### src/rtl/imem_loader_pkg.sv
// rtl/imem_loader_pkg.sv - loader state encodings and memory depth derivation, shared with the bench
package imem_loader_pkg;

    typedef enum logic [2:0] {
        ST_LOAD  = 3'd0,
        ST_CSUM  = 3'd1,
        ST_HOLD  = 3'd2,
        ST_RUN   = 3'd3,
        ST_ERROR = 3'd4
    } loader_state_t;

    function automatic int loader_depth(input int addr_w);
        return 1 << addr_w;
    endfunction

endpackage

### src/rtl/imem_loader_csum.sv
// rtl/imem_loader_csum.sv - running program-word sum with a "sum plus candidate is zero" compare
module imem_loader_csum #(
    parameter int DATA_W = 32
) (
    input  logic              clk,
    input  logic              i_clear,
    input  logic              i_add,
    input  logic [DATA_W-1:0] i_data,
    output logic              o_zero
);

    logic [DATA_W-1:0] r_sum;
    logic [DATA_W-1:0] w_total;

    always_ff @(posedge clk) begin
        if (i_clear) begin
            r_sum <= '0;
        end else if (i_add) begin
            r_sum <= r_sum + i_data;
        end
    end

    assign w_total = r_sum + i_data;
    assign o_zero  = (w_total == '0);

endmodule

### src/rtl/imem_loader.sv
// rtl/imem_loader.sv - streams a program into instruction memory and holds the CPU in reset until done
// Optional trailing checksum word enabled by defining LOADER_CHECKSUM_EN.
module imem_loader
    import imem_loader_pkg::*;
#(
    parameter int ADDR_W     = 6,
    parameter int DATA_W     = 32,
    parameter int RESET_HOLD = 2
) (
    input  logic              clk,
    input  logic              reset,
    input  logic              s_valid,
    input  logic [DATA_W-1:0] s_data,
    input  logic              s_last,
    output logic              s_ready,
    output logic              imem_we,
    output logic [ADDR_W-1:0] imem_addr,
    output logic [DATA_W-1:0] imem_wdata,
    output logic              cpu_reset,
    output logic              load_done,
    output logic              load_error,
    output logic [ADDR_W:0]   word_count
);

    localparam int DEPTH  = loader_depth(ADDR_W);
    localparam int HOLD_W = (RESET_HOLD < 1) ? 1 : $clog2(RESET_HOLD + 1);

    loader_state_t     r_state;
    logic              r_ready;
    logic              r_we;
    logic [ADDR_W-1:0] r_waddr;
    logic [DATA_W-1:0] r_wdata;
    logic [ADDR_W-1:0] r_addr;
    logic [ADDR_W:0]   r_count;
    logic [HOLD_W-1:0] r_hold;
    logic              r_cpu_reset;
    logic              r_done;
    logic              r_error;

    logic              w_xfer;
    logic              w_last_slot;

    assign w_xfer      = s_valid && r_ready;
    assign w_last_slot = (r_addr == ADDR_W'(DEPTH - 1));

`ifdef LOADER_CHECKSUM_EN
    logic w_csum_ok;

    imem_loader_csum #(
        .DATA_W (DATA_W)
    ) u_csum (
        .clk     (clk),
        .i_clear (reset),
        .i_add   (w_xfer && (r_state == ST_LOAD)),
        .i_data  (s_data),
        .o_zero  (w_csum_ok)
    );
`endif

    always_ff @(posedge clk) begin
        if (reset) begin
            r_state     <= ST_LOAD;
            r_ready     <= 1'b0;
            r_we        <= 1'b0;
            r_waddr     <= '0;
            r_wdata     <= '0;
            r_addr      <= '0;
            r_count     <= '0;
            r_hold      <= '0;
            r_cpu_reset <= 1'b1;
            r_done      <= 1'b0;
            r_error     <= 1'b0;
        end else begin
            r_we <= 1'b0;
            case (r_state)
                ST_LOAD: begin
                    // s_ready is registered, so it first rises one cycle after reset
                    r_ready <= 1'b1;
                    if (w_xfer) begin
                        r_we    <= 1'b1;
                        r_waddr <= r_addr;
                        r_wdata <= s_data;
                        r_addr  <= r_addr + 1'b1;
                        if (r_count != (ADDR_W+1)'(DEPTH)) begin
                            r_count <= r_count + 1'b1;
                        end
                        if (s_last) begin
`ifdef LOADER_CHECKSUM_EN
                            r_state <= ST_CSUM;
`else
                            r_state <= ST_HOLD;
                            r_ready <= 1'b0;
                            r_hold  <= '0;
`endif
                        end else if (w_last_slot) begin
                            r_state <= ST_ERROR;
                            r_ready <= 1'b0;
                            r_error <= 1'b1;
                        end
                    end
                end
`ifdef LOADER_CHECKSUM_EN
                ST_CSUM: begin
                    if (w_xfer) begin
                        r_ready <= 1'b0;
                        if (w_csum_ok) begin
                            r_state <= ST_HOLD;
                            // no write pulse precedes this HOLD cycle, so it already counts
                            r_hold  <= HOLD_W'(1);
                        end else begin
                            r_state <= ST_ERROR;
                            r_error <= 1'b1;
                        end
                    end
                end
`endif
                ST_HOLD: begin
                    if (r_hold >= HOLD_W'(RESET_HOLD)) begin
                        r_state     <= ST_RUN;
                        r_cpu_reset <= 1'b0;
                        r_done      <= 1'b1;
                    end else begin
                        r_hold <= r_hold + 1'b1;
                    end
                end
                ST_RUN: begin
                    r_ready <= 1'b0;
                end
                ST_ERROR: begin
                    r_ready <= 1'b0;
                end
                default: begin
                    r_state <= ST_ERROR;
                    r_ready <= 1'b0;
                    r_error <= 1'b1;
                end
            endcase
        end
    end

    assign s_ready    = r_ready;
    assign imem_we    = r_we;
    assign imem_addr  = r_waddr;
    assign imem_wdata = r_wdata;
    assign cpu_reset  = r_cpu_reset;
    assign load_done  = r_done;
    assign load_error = r_error;
    assign word_count = r_count;

endmodule

### config.mk
export PLATFORM = sky130hd
export DESIGN_NAME = imem_loader
export DESIGN_NICKNAME = d
export VERILOG_FILES = /design/src/rtl/imem_loader_pkg.sv /design/src/rtl/imem_loader_csum.sv /design/src/rtl/imem_loader.sv
export SDC_FILE = /design/constraint.sdc
export NUM_CORES = 1
export LEC_CHECK = 0
export BUFFER_PORTS_ARGS = -buffer_cell sky130_fd_sc_hd__buf_2
export CAP_MARGIN = 0
export CORE_UTILIZATION = 40
export DETAILED_ROUTE_END_ITERATION = 10
export PLACE_DENSITY = 0.64
export SLEW_MARGIN = 20
export SYNTH_ARGS = -nofsm -noshare
export SYNTH_HDL_FRONTEND = slang
export SYNTH_SLANG_ARGS = --single-unit
### constraint.sdc
create_clock -name clk -period 2.85 [get_ports clk]
set_clock_uncertainty 0.15 [all_clocks]
set_input_delay 0.855 -clock clk [delete_from_list [all_inputs] [get_ports clk]]
set_output_delay 0.855 -clock clk [all_outputs]
set_load 0.005 [all_outputs]
* Word level (Yosys, flattened, before mapping)
Cells that the tools add are included.
** Word-level totals
- Register bits :: 61
- Latch bits :: 0
- Memory bits (writable) :: 0
- ROM bits :: 0
- Bits of input ports :: 36
- Output and inout bits :: 50
- Word-level logic and storage cells :: 60
- Memories kept :: 0
** Cells by class
- $add $sub $neg :: 3
- Multiply operators :: 0
- Div/mod/pow operators :: 0
- Magnitude comparators :: 1
- Eq/ne operators :: 12
- Shift-type cells :: 0
- Muxes and demuxes :: 18
- Bitwise operators :: 3
- Reduce and logical (&&, ||, !) cells :: 12
** Operator list (count)
- $mux W3 :: 4
- $ne A2 B2 Y1 const B :: 6
- $reduce_and A4 Y1 :: 3
- $pmux W3 S3 :: 1
- $add A7 B1 Y7 const B :: 1
- $mux W1 :: 7
- $ne A7 B7 Y1 const B :: 1
- $add A6 B1 Y6 const B :: 1
- $eq A3 B2 Y1 const B :: 2
- $eq A6 B6 Y1 const B :: 1
- $mux W2 :: 3
- $pmux W1 S2 :: 2
- $pmux W2 S2 :: 1
- $reduce_and A2 Y1 :: 2
- $reduce_or A2 Y1 :: 2
- $eq A3 B3 Y1 const B :: 1
- $logic_not A3 Y1 :: 1
- $ne A3 B3 Y1 const B :: 1
- $not A1 Y1 :: 3
- $reduce_and A3 Y1 :: 1
- $reduce_or A3 Y1 :: 1
- $add A2 B1 Y2 const B :: 1
- $ge A2 B2 Y1 const B :: 1
- $reduce_bool A2 Y1 :: 1
- $logic_and A1 B1 Y1 :: 1

* Depth between registers and ports, before layout
Gate-level depths: netlist of the first run.
- Depth in word-level cells :: 5
- Mapped depth :: 6

* Worst setup path after synthesis of the first run
No wires, ideal clock.
- Path kind :: input to register
- Start :: input s_valid
- End :: register r_waddr[0], in the netlist imem_addr[0]
- Data arrival time :: 1.699 ns
- Required time :: 2.568 ns
- Slack :: 0.869 ns
- Cell stages on the path :: 6
- Buffers on the path :: 2
- Cell sequence :: nand2_1 > or2_2 > clkbuf_1 > clkbuf_1 > nand2_1 > a21oi_1
** Between the ends
- Word-level cells in the longest chain between the ends :: 2
** RTL lines
- start: declaration :: RTL line imem_loader.sv:12 : input logic s_valid,
- $logic_and A1 B1 Y1 :: RTL line imem_loader.sv:43 : assign w_xfer = s_valid && r_ready;
- $reduce_and A2 Y1 (no line)
- end signal: assignment :: RTL line imem_loader.sv:81 : r_waddr <= r_addr;
- end: declaration :: RTL line imem_loader.sv:31 : logic [ADDR_W-1:0] r_waddr;
No other way between the ends.
A chain may end at the register's enable or synchronous reset.

* Worst setup path in the final report of the first run
- Start :: register r_state[0]
- End :: register r_waddr[0], in the netlist imem_addr[0]
** Between the ends
- Word-level cells in the longest chain between the ends :: 2
** RTL lines
- start: declaration :: RTL line imem_loader.sv:28 : loader_state_t r_state;
- start signal: assignment :: RTL line imem_loader.sv:62 : r_state <= ST_LOAD;
- start signal: assignment :: RTL line imem_loader.sv:91 : r_state <= ST_HOLD;
- start signal: assignment :: RTL line imem_loader.sv:96 : r_state <= ST_ERROR;
- $logic_not A3 Y1 :: RTL line imem_loader.sv:75 : case (r_state)
- $reduce_and A2 Y1 (no line)
No other way between the ends.

==> metrics.md, run 1 <==
| Metric | Value |
|---|---|
| Status | `completed` |
| Initial Util | `41.9%` |
| Max Slew Vio Count | `0` |
| Normalized max-slew margin | `68.4%` |
| Dominant delay contributor by cell family on the critical path | `simple AND/OR/NAND/NOR gates` |
| Sequential cell area fraction in the yosys report | `52.3%` |
| Number of filler cells placed in the layout | `564` |
| Post-placement setup slack | `653 ps` |
| Most frequent cells after synthesis | `82 x nand2_1, 61 x dfxtp_1, 42 x a21oi_1` |
| Final-layout worst hold slack | `300 ps` |
| Type of element launching the critical path | `flop` |
| DRC violation count after routing | `0` |
| Global route total overflow | `0` |
| Top layer in use | `met4` |
| Sequential standard cell area | `1220 um2` |
| 1st-pass router iterations | `4` |
| Clk sinks | `61` |
| Maximum capacitance violations | `0` |
| Placed instance count | `434` |
| Fin nets | `413` |
| Area of the core region | `5570 um2` |
| Synth cell types | `29` |
| Initial antenna violation count | `0` |
| Maximum operating frequency | `0.496 GHz` |
| Wire length per cell | `11.4 um` |
| Tightest Pin Transition | `466 ps` |
| Slowest Stage Delay on Critical Path | `500 ps` |
| Drt via density | `4.75` |
| Portion of synthesized cell area occupied by the leading cell type | `52.3%` |
| Total nets after synthesis | `329` |
| Number of warnings issued by yosys | `0` |
| Synthesized instance count | `289` |
| Total Neg Setup Slack | `0 ps` |
| Setup bufs post-CTS | `0` |
| Sequence of cells on the critical path | `or3_4 > or2_2 > buf_4 > nand2_1 > a21oi_1` |
| Synthesized area | `2330 um2` |
| Clock network latency to the later pin of the worst-skew pair | `320 ps` |
| RD Place Congestion | `0.779` |
| Crit Path Class | `reg -> reg` |
| Yosys top cell by area | `dfxtp_1` |
| Worst supply voltage drop on vdd | `0.330 mV` |
| Synthesized flop and latch total | `61` |
| P per Cell Area | `632 nW/um2` |
| Critical path data arrival time | `2050 ps` |
| Clock transition at the registers of the reported paths | `70 ps` |
| IO Pins | `86` |
| Number of hold buffers added after cts | `0` |
| First-pass GRT wire length | `8600 um` |
| Floorplan die height | `78.4 um` |
| Ys flop type | `dfxtp_1` |
| Die span in x | `78.4 um` |
| Cell types occupying the most area after synthesis | `dfxtp_1 52%, nand2_1 13%, a21oi_1 9.0%, xnor2_1 3.8%, nor2_1 3.7%` |
| Crit Path Max Fanout | `25` |
| Number of buffers inserted by port buffering | `85` |
| Layout-stage area growth over the synthesis result | `29.7%` |
| Clock tree from TritonCTS | `done` |
| Count of instances resized after the clock tree is built | `0` |
| Overall die area | `6150 um2` |
| Area used by multi-input combinational logic | `1010 um2` |
| Fraction of layout instances using a drive strength above 1 | `28.8%` |
| Final period utilization | `70.7%` |
| Setup violators final | `0` |
| Via count | `2138` |
| Buffer depth of the longest clock path | `2` |
| Root buffer cell | `clkbuf_8` |
| Detailed placer's ending HPWL | `3500 um` |
| Amount of wire on met3 after detailed routing | `380 um` |
| Wl on met1 | `2550 um` |
| Mean instance size in the synthesized netlist | `8.08 um2` |
| Via count of the first global-routing pass | `1959` |
| Detailed Route WL | `5140 um` |
| Top-count cell post-synth | `nand2_1` |
| Setup repair after global routing missed its margin | `no` |
| Ys async rst share | `0%` |
| Final Hold Viols | `0` |
| Final cell count without fillers | `450` |
| Global routing usage summed across all routing layers | `17.4%` |
| Cell type of the slowest stage on the worst timing path | `or2_2` |
| Total CTS buffers | `9` |
| Number of synthesized flops with an enable pin | `0` |
| Leakage | `1.30 nW` |
| Antenna fix cells | `0` |
| Detail Route Antenna Nets | `0` |
| H-tree depth | `3` |
| CP Buf/Inv Count | `1` |
| Crit. End Element | `flop` |
| Core Rows | `27` |
| Path class of the lowest-slack min-delay path | `reg -> reg` |
| Routed length on met2 | `2150 um` |
| Initial drt markers | `54` |
| Crit path setup slack, layout | `835 ps` |
| Worst endpoint required time | `2890 ps` |
| Shortest period the worst path allows | `2010 ps` |
| Maximum number of pins on one net before global-route repair | `42` |
-- flip-flops by register name, indices dropped and copies added, names as in the netlist --
register and cells:
load_error 1, load_done 1, word_count 7, r_hold 2, r_addr 6, imem_we 1, r_state 3, cpu_reset 1
s_ready 1, imem_addr 6, imem_wdata 32
-- kinds of logic after synthesis --
kind of cell / count (synthesis) / synth area share [%]
muxes: 2 / 0.911
adders and majority gates: 4 / 2.14
buffers and inverters: 25 / 4.29
xor gates and xnor gates: 10 / 3.75
AOI/OAI and AO/OA: 56 / 13.0
DFF: 61 / 52.3
and+or+nand+nor: 131 / 23.6
-- final timing paths --
path	start	to	slack, ps	cells after the start
setup / recovery	r_state[0]	imem_addr[0]	840	5
setup reg to reg	r_state[0]	imem_addr[0]	840	5
hold reg to reg	imem_wdata[31]	imem_wdata[31]	300	2
hold / removal	imem_wdata[31]	imem_wdata[31]	300	2
-- worst reg2reg max path: cells and delay by family (launching register included) --
family                 cells  cell delay, ps
buffers and inverters      1             260
and+or+nand+nor            3            1060
DFF                        1             370
AOI/OAI and AO/OA          1              60
-- stage by stage --
stage	total power, mW	instance area, um2	utilization [%]
final	1.92	3030	54.3
after global routing	2.01	3030	54.3
after CTS	1.94	3030	54.3
after detailed placement	1.13	2820	50.6
after global placement	1.13	2820	50.6
after floorplan	1.05	2330	-
-- area by class of cell --
type | count | share of cell area (%)
inverter | 7 | 0.867
clock inverter | 4 | 2.40
timing repair buffer | 91 | 15.5
clock buffer | 12 | 4.46
sequential | 61 | 40.3
tap | 72 | 2.97
multi-input combinational | 203 | 33.5
-- cells in the final DEF (no fill, tap or decap), drive strengths merged, types with 3 or more instances in the layout --
cell type,netlist,layout
clkbuf,13,12
o21ai,6,6
nand3,6,6
a211oi,3,3
buf,5,91
xnor2,10,10
nand2,82,82
inv,7,7
nor3,5,5
a21oi,42,42
dfxtp,61,61
nor4,6,6
ha,4,4
nor2,24,24
-- layer usage --
layer	vias to the layer above	GRT usage, %
li1	1117	-
met1	929	23.5
met2	83	26.8
met3	9	4.07
met4	0	7.04
met5	-	0
-- where the power goes --
group	internal [mW]	leakage (nW)	switching [mW]
sequential	0.891	0.496	0.0232
combinational	0.0845	0.699	0.111
clock	0.492	0.101	0.313
Power figures use the tool's default switching activity.
==> run 2, diff against run 1 <==
==> constraint.sdc (replaced) <==
create_clock -name clk -period 2.01 [get_ports clk]
set_clock_uncertainty 0.15 [all_clocks]
set_input_delay 0.603 -clock clk [delete_from_list [all_inputs] [get_ports clk]]
set_output_delay 0.603 -clock clk [all_outputs]
set_load 0.005 [all_outputs]
==> run 2 against run 1 <==
  * Setup slack got worse by 720 ps
  * Sequential share of layout area down 0.43 points
  * Sequential power increased by 42%
  * Global-route usage about the same
  * Die area did not move
  * First-iteration DRC count up 7.4%
  * Utilization is 0.58 points higher
  * Critical path type unchanged
  * Critical endpoint is now imem_wdata[28]
  * Largest cell class unchanged
==> metrics.md, run 2 (synthesis gave the netlist of run 1 again) <==
| Metric | Value |
|---|---|
| Final period utilization | `94.1% (was 70.7%)` |
| Setup bufs post-CTS | `0 (unchanged)` |
| Total non-filler cell area in the finished layout | `3060 um2 (was 3030 um2)` |
| IO Pins | `86 (unchanged)` |
| Detailed placer's ending HPWL | `3470 um (was 3500 um)` |
| Most used cells in the layout excluding fill and tap cells | `85 x buf_2, 82 x nand2_1, 61 x dfxtp_1, 42 x a21oi_1, 23 x nor2_1 (unchanged)` |
| Initial Util | `41.9% (unchanged)` |
| Normalized max-slew margin | `72.2% (was 68.4%)` |
| Max FFs per register | `32 (unchanged)` |
| Post-placement setup slack | `117 ps (was 653 ps)` |
| Worst supply voltage drop on vdd | `0.423 mV (was 0.330 mV)` |
| Launch point of the critical path | `r_state[1] (was r_state[0])` |
| Drt via density | `4.70 (was 4.75)` |
| Critical Path End | `imem_wdata[28] (was imem_addr[0])` |
| Part of the power in the clock network | `36.7% (was 42.0%)` |
| Clock transition at the registers of the reported paths | `70 ps (about the same)` |
| Buffer depth of the longest clock path | `2 (unchanged)` |
| Worst R2R End | `imem_wdata[28] (was imem_addr[0])` |
| Type of element launching the critical path | `flop (unchanged)` |
| Crit. End Element | `flop (unchanged)` |
| Shortest period the worst path allows | `1890 ps (was 2010 ps)` |
| Sequential standard cell area | `1220 um2 (unchanged)` |
| DRC violation count after routing | `0 (unchanged)` |
| Area used by multi-input combinational logic | `1020 um2 (was 1010 um2)` |
| Proportion of total power due to net switching | `24.6% (was 23.4%)` |
| Sequence of cells on the critical path | `or3_4 > or2_2 > buf_12 > nand2_1 > a21oi_1 (was or3_4 > or2_2 > buf_4 > nand2_1 > a21oi_1)` |
| Crit Path Class | `reg -> reg (unchanged)` |
| Detailed Route WL | `5010 um (was 5140 um)` |
| Fin nets | `417 (was 413)` |
| P per Cell Area | `823 nW/um2 (was 632 nW/um2)` |
| Fraction of layout instances using a drive strength above 1 | `30.0% (was 28.8%)` |
| Critical register-to-register path startpoint | `r_state[1] (was r_state[0])` |
| Placed instance count | `438 (was 434)` |
| Status | `completed (unchanged)` |
| Number of hold buffers added after cts | `0 (unchanged)` |
| H-tree depth | `3 (unchanged)` |
| Int Power | `1.90 mW (was 1.47 mW)` |
| Path class of the lowest-slack min-delay path | `reg -> reg (unchanged)` |
| Maximum capacitance violations | `0 (unchanged)` |
| Tightest Pin Transition | `416 ps (was 466 ps)` |
| Antenna fix cells | `0 (unchanged)` |
| Maximum operating frequency | `0.529 GHz (was 0.496 GHz)` |
| Core Rows | `27 (unchanged)` |
| Setup slack on the worst flop-to-flop path | `120 ps (was 840 ps)` |
| Global route total overflow | `0 (unchanged)` |
| 1st-pass router iterations | `4 (unchanged)` |
| Total CTS buffers | `9 (unchanged)` |
| Count of cells along the worst register-to-register path | `5 (unchanged)` |
| Maximum number of pins on one net before global-route repair | `42 (unchanged)` |
| Cell type of the slowest stage on the worst timing path | `or3_4 (was or2_2)` |
| Crit path setup slack, layout | `119 ps (was 835 ps)` |
| Crit Path Max Fanout | `33 (was 25)` |
| Via count of the first global-routing pass | `1902 (was 1959)` |
| Detail Route Antenna Nets | `0 (unchanged)` |
| Number of filler cells placed in the layout | `532 (was 564)` |
| Root buffer cell | `clkbuf_8 (unchanged)` |
| Number of buffers inserted by port buffering | `85 (unchanged)` |
| Standard cell area after detailed placement | `2890 um2 (was 2820 um2)` |
| Clk sinks | `61 (unchanged)` |
| Final Hold Viols | `0 (unchanged)` |
| Initial drt markers | `58 (was 54)` |
| Final-layout worst hold slack | `302 ps (was 300 ps)` |
| Max Slew Vio Count | `0 (unchanged)` |
| Total Neg Setup Slack | `0 ps (unchanged)` |
| Global routing usage summed across all routing layers | `17.4% (about the same)` |
| Worst endpoint required time | `2050 ps (was 2890 ps)` |
| Clock tree from TritonCTS | `done (unchanged)` |
| First-pass GRT wire length | `8370 um (was 8600 um)` |
| RD Place Congestion | `0.809 (was 0.779)` |
| Leakage | `1.31 nW (was 1.30 nW)` |
| Layout-stage area growth over the synthesis result | `31.1% (was 29.7%)` |
| Slowest Stage Delay on Critical Path | `470 ps (was 500 ps)` |
| Clock network latency to the later pin of the worst-skew pair | `320 ps (about the same)` |
| Util after Layout | `54.9% (was 54.3%)` |
| Via count | `2126 (was 2138)` |
| Most frequent standard cell in the layout excluding fill and tap cells | `buf_2 (unchanged)` |
| Overall die area | `6150 um2 (unchanged)` |
| Fraction of power consumed by combinational cells | `11.9% (was 10.2%)` |
| Final cell count without fillers | `452 (was 450)` |
| Floorplan die height | `78.4 um (unchanged)` |
| Setup repair after global routing missed its margin | `no (unchanged)` |
| Area of the core region | `5570 um2 (unchanged)` |
| Wire length per cell | `11.1 um (was 11.4 um)` |
| Critical path data arrival time | `1930 ps (was 2050 ps)` |
| Die span in x | `78.4 um (unchanged)` |
| Total power after layout | `2.52 mW (was 1.92 mW)` |
| Net switching power of the design | `0.620 mW (was 0.448 mW)` |
| Setup violators final | `0 (unchanged)` |
| Sequential fraction of design power | `51.4% (was 47.7%)` |
| Initial antenna violation count | `0 (unchanged)` |
## run 2: changes by cell type in the layout (fill, tap and decap cells not counted), sizes merged
cell,delta
buf,+4
clkinvlp,-1
bufinv,-2
clkinv,+1
## run 2: what timing repair did
item                                    4_1_cts  5_1_grt
endpoints found under the setup margin        0        1
gates resized for setup                       0        1
hold endpoints to repair                      0        0
## run 2: power groups by stage
stage | sequential (mW) | clock, mW | combinational (mW)
finish | 1.30 | 0.924 | 0.299
detailed placement | 1.32 | 0 | 0.301
CTS | 1.30 | 0.955 | 0.302
global placement | 1.32 | 0 | 0.298
floorplan | 1.32 | 0 | 0.161
global route | 1.30 | 1.01 | 0.341
## run 2: layout make-up
cell class,instances,share of cell area (%)
Sequential cell,61,39.9
Clock inverter,2,0.327
Timing Repair Buffer,95,17.6
Clock buffer,12,5.07
Multi-Input combinational cell,203,33.3
Tap cell,72,2.94
Inverter,7,0.858
## run 2: worst min path at each step
stage / slack, ps / endpoint / cells after the start / startpoint
2_1_floorplan: 300 / imem_addr[0] / 2 / imem_addr[0]
3_3_place_gp: 290 / imem_addr[4] / 2 / imem_addr[4]
3_5_place_dp: 290 / imem_wdata[24] / 2 / imem_wdata[24]
4_1_cts: 300 / imem_wdata[24] / 2 / imem_wdata[24]
5_1_grt: 320 / imem_wdata[11] / 2 / imem_wdata[11]
6_report: 300 / imem_wdata[10] / 2 / imem_wdata[10]
## run 2: layer usage
| layer | GRT usage, % | share of wire (%) | vias up |
|---|---|---|---|
| met5 | 0 | 0 | - |
| met4 | 8.89 | 1.3 | 0 |
| met3 | 4.42 | 6.8 | 8 |
| met2 | 25.5 | 43 | 80 |
| met1 | 23.4 | 49 | 908 |
| li1 | - | - | 1130 |
## run 2: worst max-delay path, delay by kind of cell, from the launching register on
kind,cells,cell delay (ps)
AOI/OAI and AO/OA,1,60
buffers and inverters,1,210
DFF,1,370
and+or+nand+nor,3,960
==> run 3, diff against run 2 <==
--- a/config.mk
+++ b/config.mk
@@ -9,7 +9,8 @@
 export CAP_MARGIN = 0
 export CORE_UTILIZATION = 40
 export DETAILED_ROUTE_END_ITERATION = 10
-export PLACE_DENSITY = 0.64
+export PLACE_DENSITY = 0.74
+export REMOVE_ABC_BUFFERS = 1
 export SLEW_MARGIN = 20
 export SYNTH_ARGS = -nofsm -noshare
 export SYNTH_HDL_FRONTEND = slang
==> run 3 against run 2 <==
  * Flip-flop and latch count unchanged
  * Die area unchanged
  * Utilization increased by 0.72 points
  * Routed wire length decreased by 1.4%
  * Hold slack got worse by 2.0 ps
  * Clock power increased by 30%
  * Critical path type unchanged
  * First-iteration DRC count increased by 66%
  * Clock-buffer cell count unchanged
==> metrics.md, run 3 (synthesis gave the netlist of run 1 again) <==
| Metric | Value |
|---|---|
| Number of buffers inserted by port buffering | `85 (unchanged)` |
| Total power after layout | `2.79 mW (was 2.52 mW)` |
| Total Neg Setup Slack | `0 ps (unchanged)` |
| Crit Path Class | `reg -> reg (unchanged)` |
| Via count of the first global-routing pass | `1972 (was 1902)` |
| Via count | `2179 (was 2126)` |
| H-tree depth | `3 (unchanged)` |
| Area of the core region | `5570 um2 (unchanged)` |
| Max Slew Vio Count | `0 (unchanged)` |
| Detail Route Antenna Nets | `0 (unchanged)` |
| Fraction of layout instances using a drive strength above 1 | `30.1% (was 30.0%)` |
| Overall die area | `6150 um2 (unchanged)` |
| Detailed placer's ending HPWL | `3410 um (was 3470 um)` |
| Maximum number of pins on one net before global-route repair | `42 (unchanged)` |
| Type of element launching the critical path | `flop (unchanged)` |
| Cell type of the slowest stage on the worst timing path | `or3_4 (unchanged)` |
| Worst supply voltage drop on vdd | `0.547 mV (was 0.423 mV)` |
| Leakage | `1.34 nW (was 1.31 nW)` |
| Number of hold buffers added after cts | `0 (unchanged)` |
| Antenna fix cells | `0 (unchanged)` |
| Slowest Stage Delay on Critical Path | `480 ps (was 470 ps)` |
| Final period utilization | `93.9% (was 94.1%)` |
| DRC violation count after routing | `0 (unchanged)` |
| Global route total overflow | `0 (unchanged)` |
| Floorplan die height | `78.4 um (unchanged)` |
| Worst endpoint required time | `2070 ps (was 2050 ps)` |
| Clock tree from TritonCTS | `done (unchanged)` |
| Count of instances resized after the clock tree is built | `0 (unchanged)` |
| Util after Layout | `55.6% (was 54.9%)` |
| Initial drt markers | `96 (was 58)` |
| First-pass GRT wire length | `8290 um (was 8370 um)` |
| RD Place Congestion | `0.791 (was 0.809)` |
| Clk sinks | `61 (unchanged)` |
| Clock network latency to the later pin of the worst-skew pair | `320 ps (about the same)` |
| Crit path setup slack, layout | `123 ps (was 119 ps)` |
| Global routing usage summed across all routing layers | `17.3% (was 17.4%)` |
| Final-layout worst hold slack | `300 ps (was 302 ps)` |
| Number of filler cells placed in the layout | `552 (was 532)` |
| Crit Path Max Fanout | `13 (was 33)` |
| CP Buf/Inv Count | `0 (was 1)` |
| Clock transition at the registers of the reported paths | `70 ps (about the same)` |
| Die span in x | `78.4 um (unchanged)` |
| Fin nets | `417 (unchanged)` |
| 1st-pass router iterations | `5 (was 4)` |
| Critical path data arrival time | `1950 ps (was 1930 ps)` |
| Setup repair after global routing missed its margin | `no (unchanged)` |
| Total CTS buffers | `9 (unchanged)` |
| Total non-filler cell area in the finished layout | `3100 um2 (was 3060 um2)` |
| Most frequent standard cell in the layout excluding fill and tap cells | `buf_2 (unchanged)` |
| Status | `completed (unchanged)` |
| Most used cells in the layout excluding fill and tap cells | `85 x buf_2, 82 x nand2_1, 61 x dfxtp_1, 42 x a21oi_1, 23 x nor2_1 (unchanged)` |
| Root buffer cell | `clkbuf_8 (unchanged)` |
| IO Pins | `86 (unchanged)` |
| Setup bufs post-CTS | `0 (unchanged)` |
| Sequence of cells on the critical path | `or3_4 > o311ai_1 > mux2_2 (was or3_4 > or2_2 > buf_12 > nand2_1 > a21oi_1)` |
| Post-placement setup slack | `142 ps (was 117 ps)` |
| Wire length per cell | `10.9 um (was 11.1 um)` |
| Drt via density | `4.80 (was 4.70)` |
| Initial antenna violation count | `0 (unchanged)` |
| Final cell count without fillers | `454 (was 452)` |
| Layout-stage area growth over the synthesis result | `32.9% (was 31.1%)` |
| Path class of the lowest-slack min-delay path | `reg -> reg (unchanged)` |
| Normalized max-slew margin | `75.0% (was 72.2%)` |
| Standard cell area after detailed placement | `2880 um2 (was 2890 um2)` |
| Final Hold Viols | `0 (unchanged)` |
| Shortest period the worst path allows | `1890 ps (about the same)` |
| Maximum capacitance violations | `0 (unchanged)` |
| Maximum operating frequency | `0.530 GHz (was 0.529 GHz)` |
| Max FFs per register | `32 (unchanged)` |
| Tightest Pin Transition | `369 ps (was 416 ps)` |
| Core Rows | `27 (unchanged)` |
| Initial Util | `41.9% (unchanged)` |
| Crit. End Element | `flop (unchanged)` |
| Dominant delay contributor by cell family on the critical path | `simple AND/OR/NAND/NOR gates (unchanged)` |
| Buffer depth of the longest clock path | `2 (unchanged)` |
| Detailed Route WL | `4940 um (was 5010 um)` |
| P per Cell Area | `900 nW/um2 (was 823 nW/um2)` |
| Placed instance count | `438 (unchanged)` |
| Setup violators final | `0 (unchanged)` |
==> run 3: power by group <==
part           switching (mW)  internal (mW)
Combinational           0.160          0.136
Sequential             0.0319           1.26
Clock                   0.439          0.762
Total                   0.630           2.16
==> run 3: final cells by class <==
class / count / area [um2] / share of cell area [%]
sequential: 61 / 1220 / 39.4
multi-input combinational: 203 / 1010 / 32.7
timing repair buffer: 95 / 526 / 16.9
clock buffer: 12 / 155 / 5.00
tap: 72 / 90.1 / 2.90
clock inverter: 4 / 70.1 / 2.26
inverter: 7 / 26.3 / 0.847
==> run 3: worst register-to-register path: cells and delay by family, from the launching register on <==
kind / cells / cell delay [ps]
simple gates: 1 / 480
flops: 1 / 360
compound gates: 1 / 400
mux: 1 / 380
==> run 3: layer usage <==
layer  up-vias  wire length [um]  part of all wire, %  GRT usage, %
met5         -                 0                    0             0
met2        79              2370                   48          28.9
met1       971              2220                   45          19.7
met3         4               317                  6.4          5.70
met4         0                30                 0.61          8.70
li1       1125                 -                    -             -
==> run 3: path summary, 6_finish.rpt <==
check                           slack, ps             to  cells after the start          start
worst max-delay path                  120     r_state[0]                      3     r_state[0]
worst min-delay path                  300  imem_wdata[9]                      2  imem_wdata[9]
worst max register to register        120     r_state[0]                      3     r_state[0]
worst min register to register        300  imem_wdata[9]                      2  imem_wdata[9]
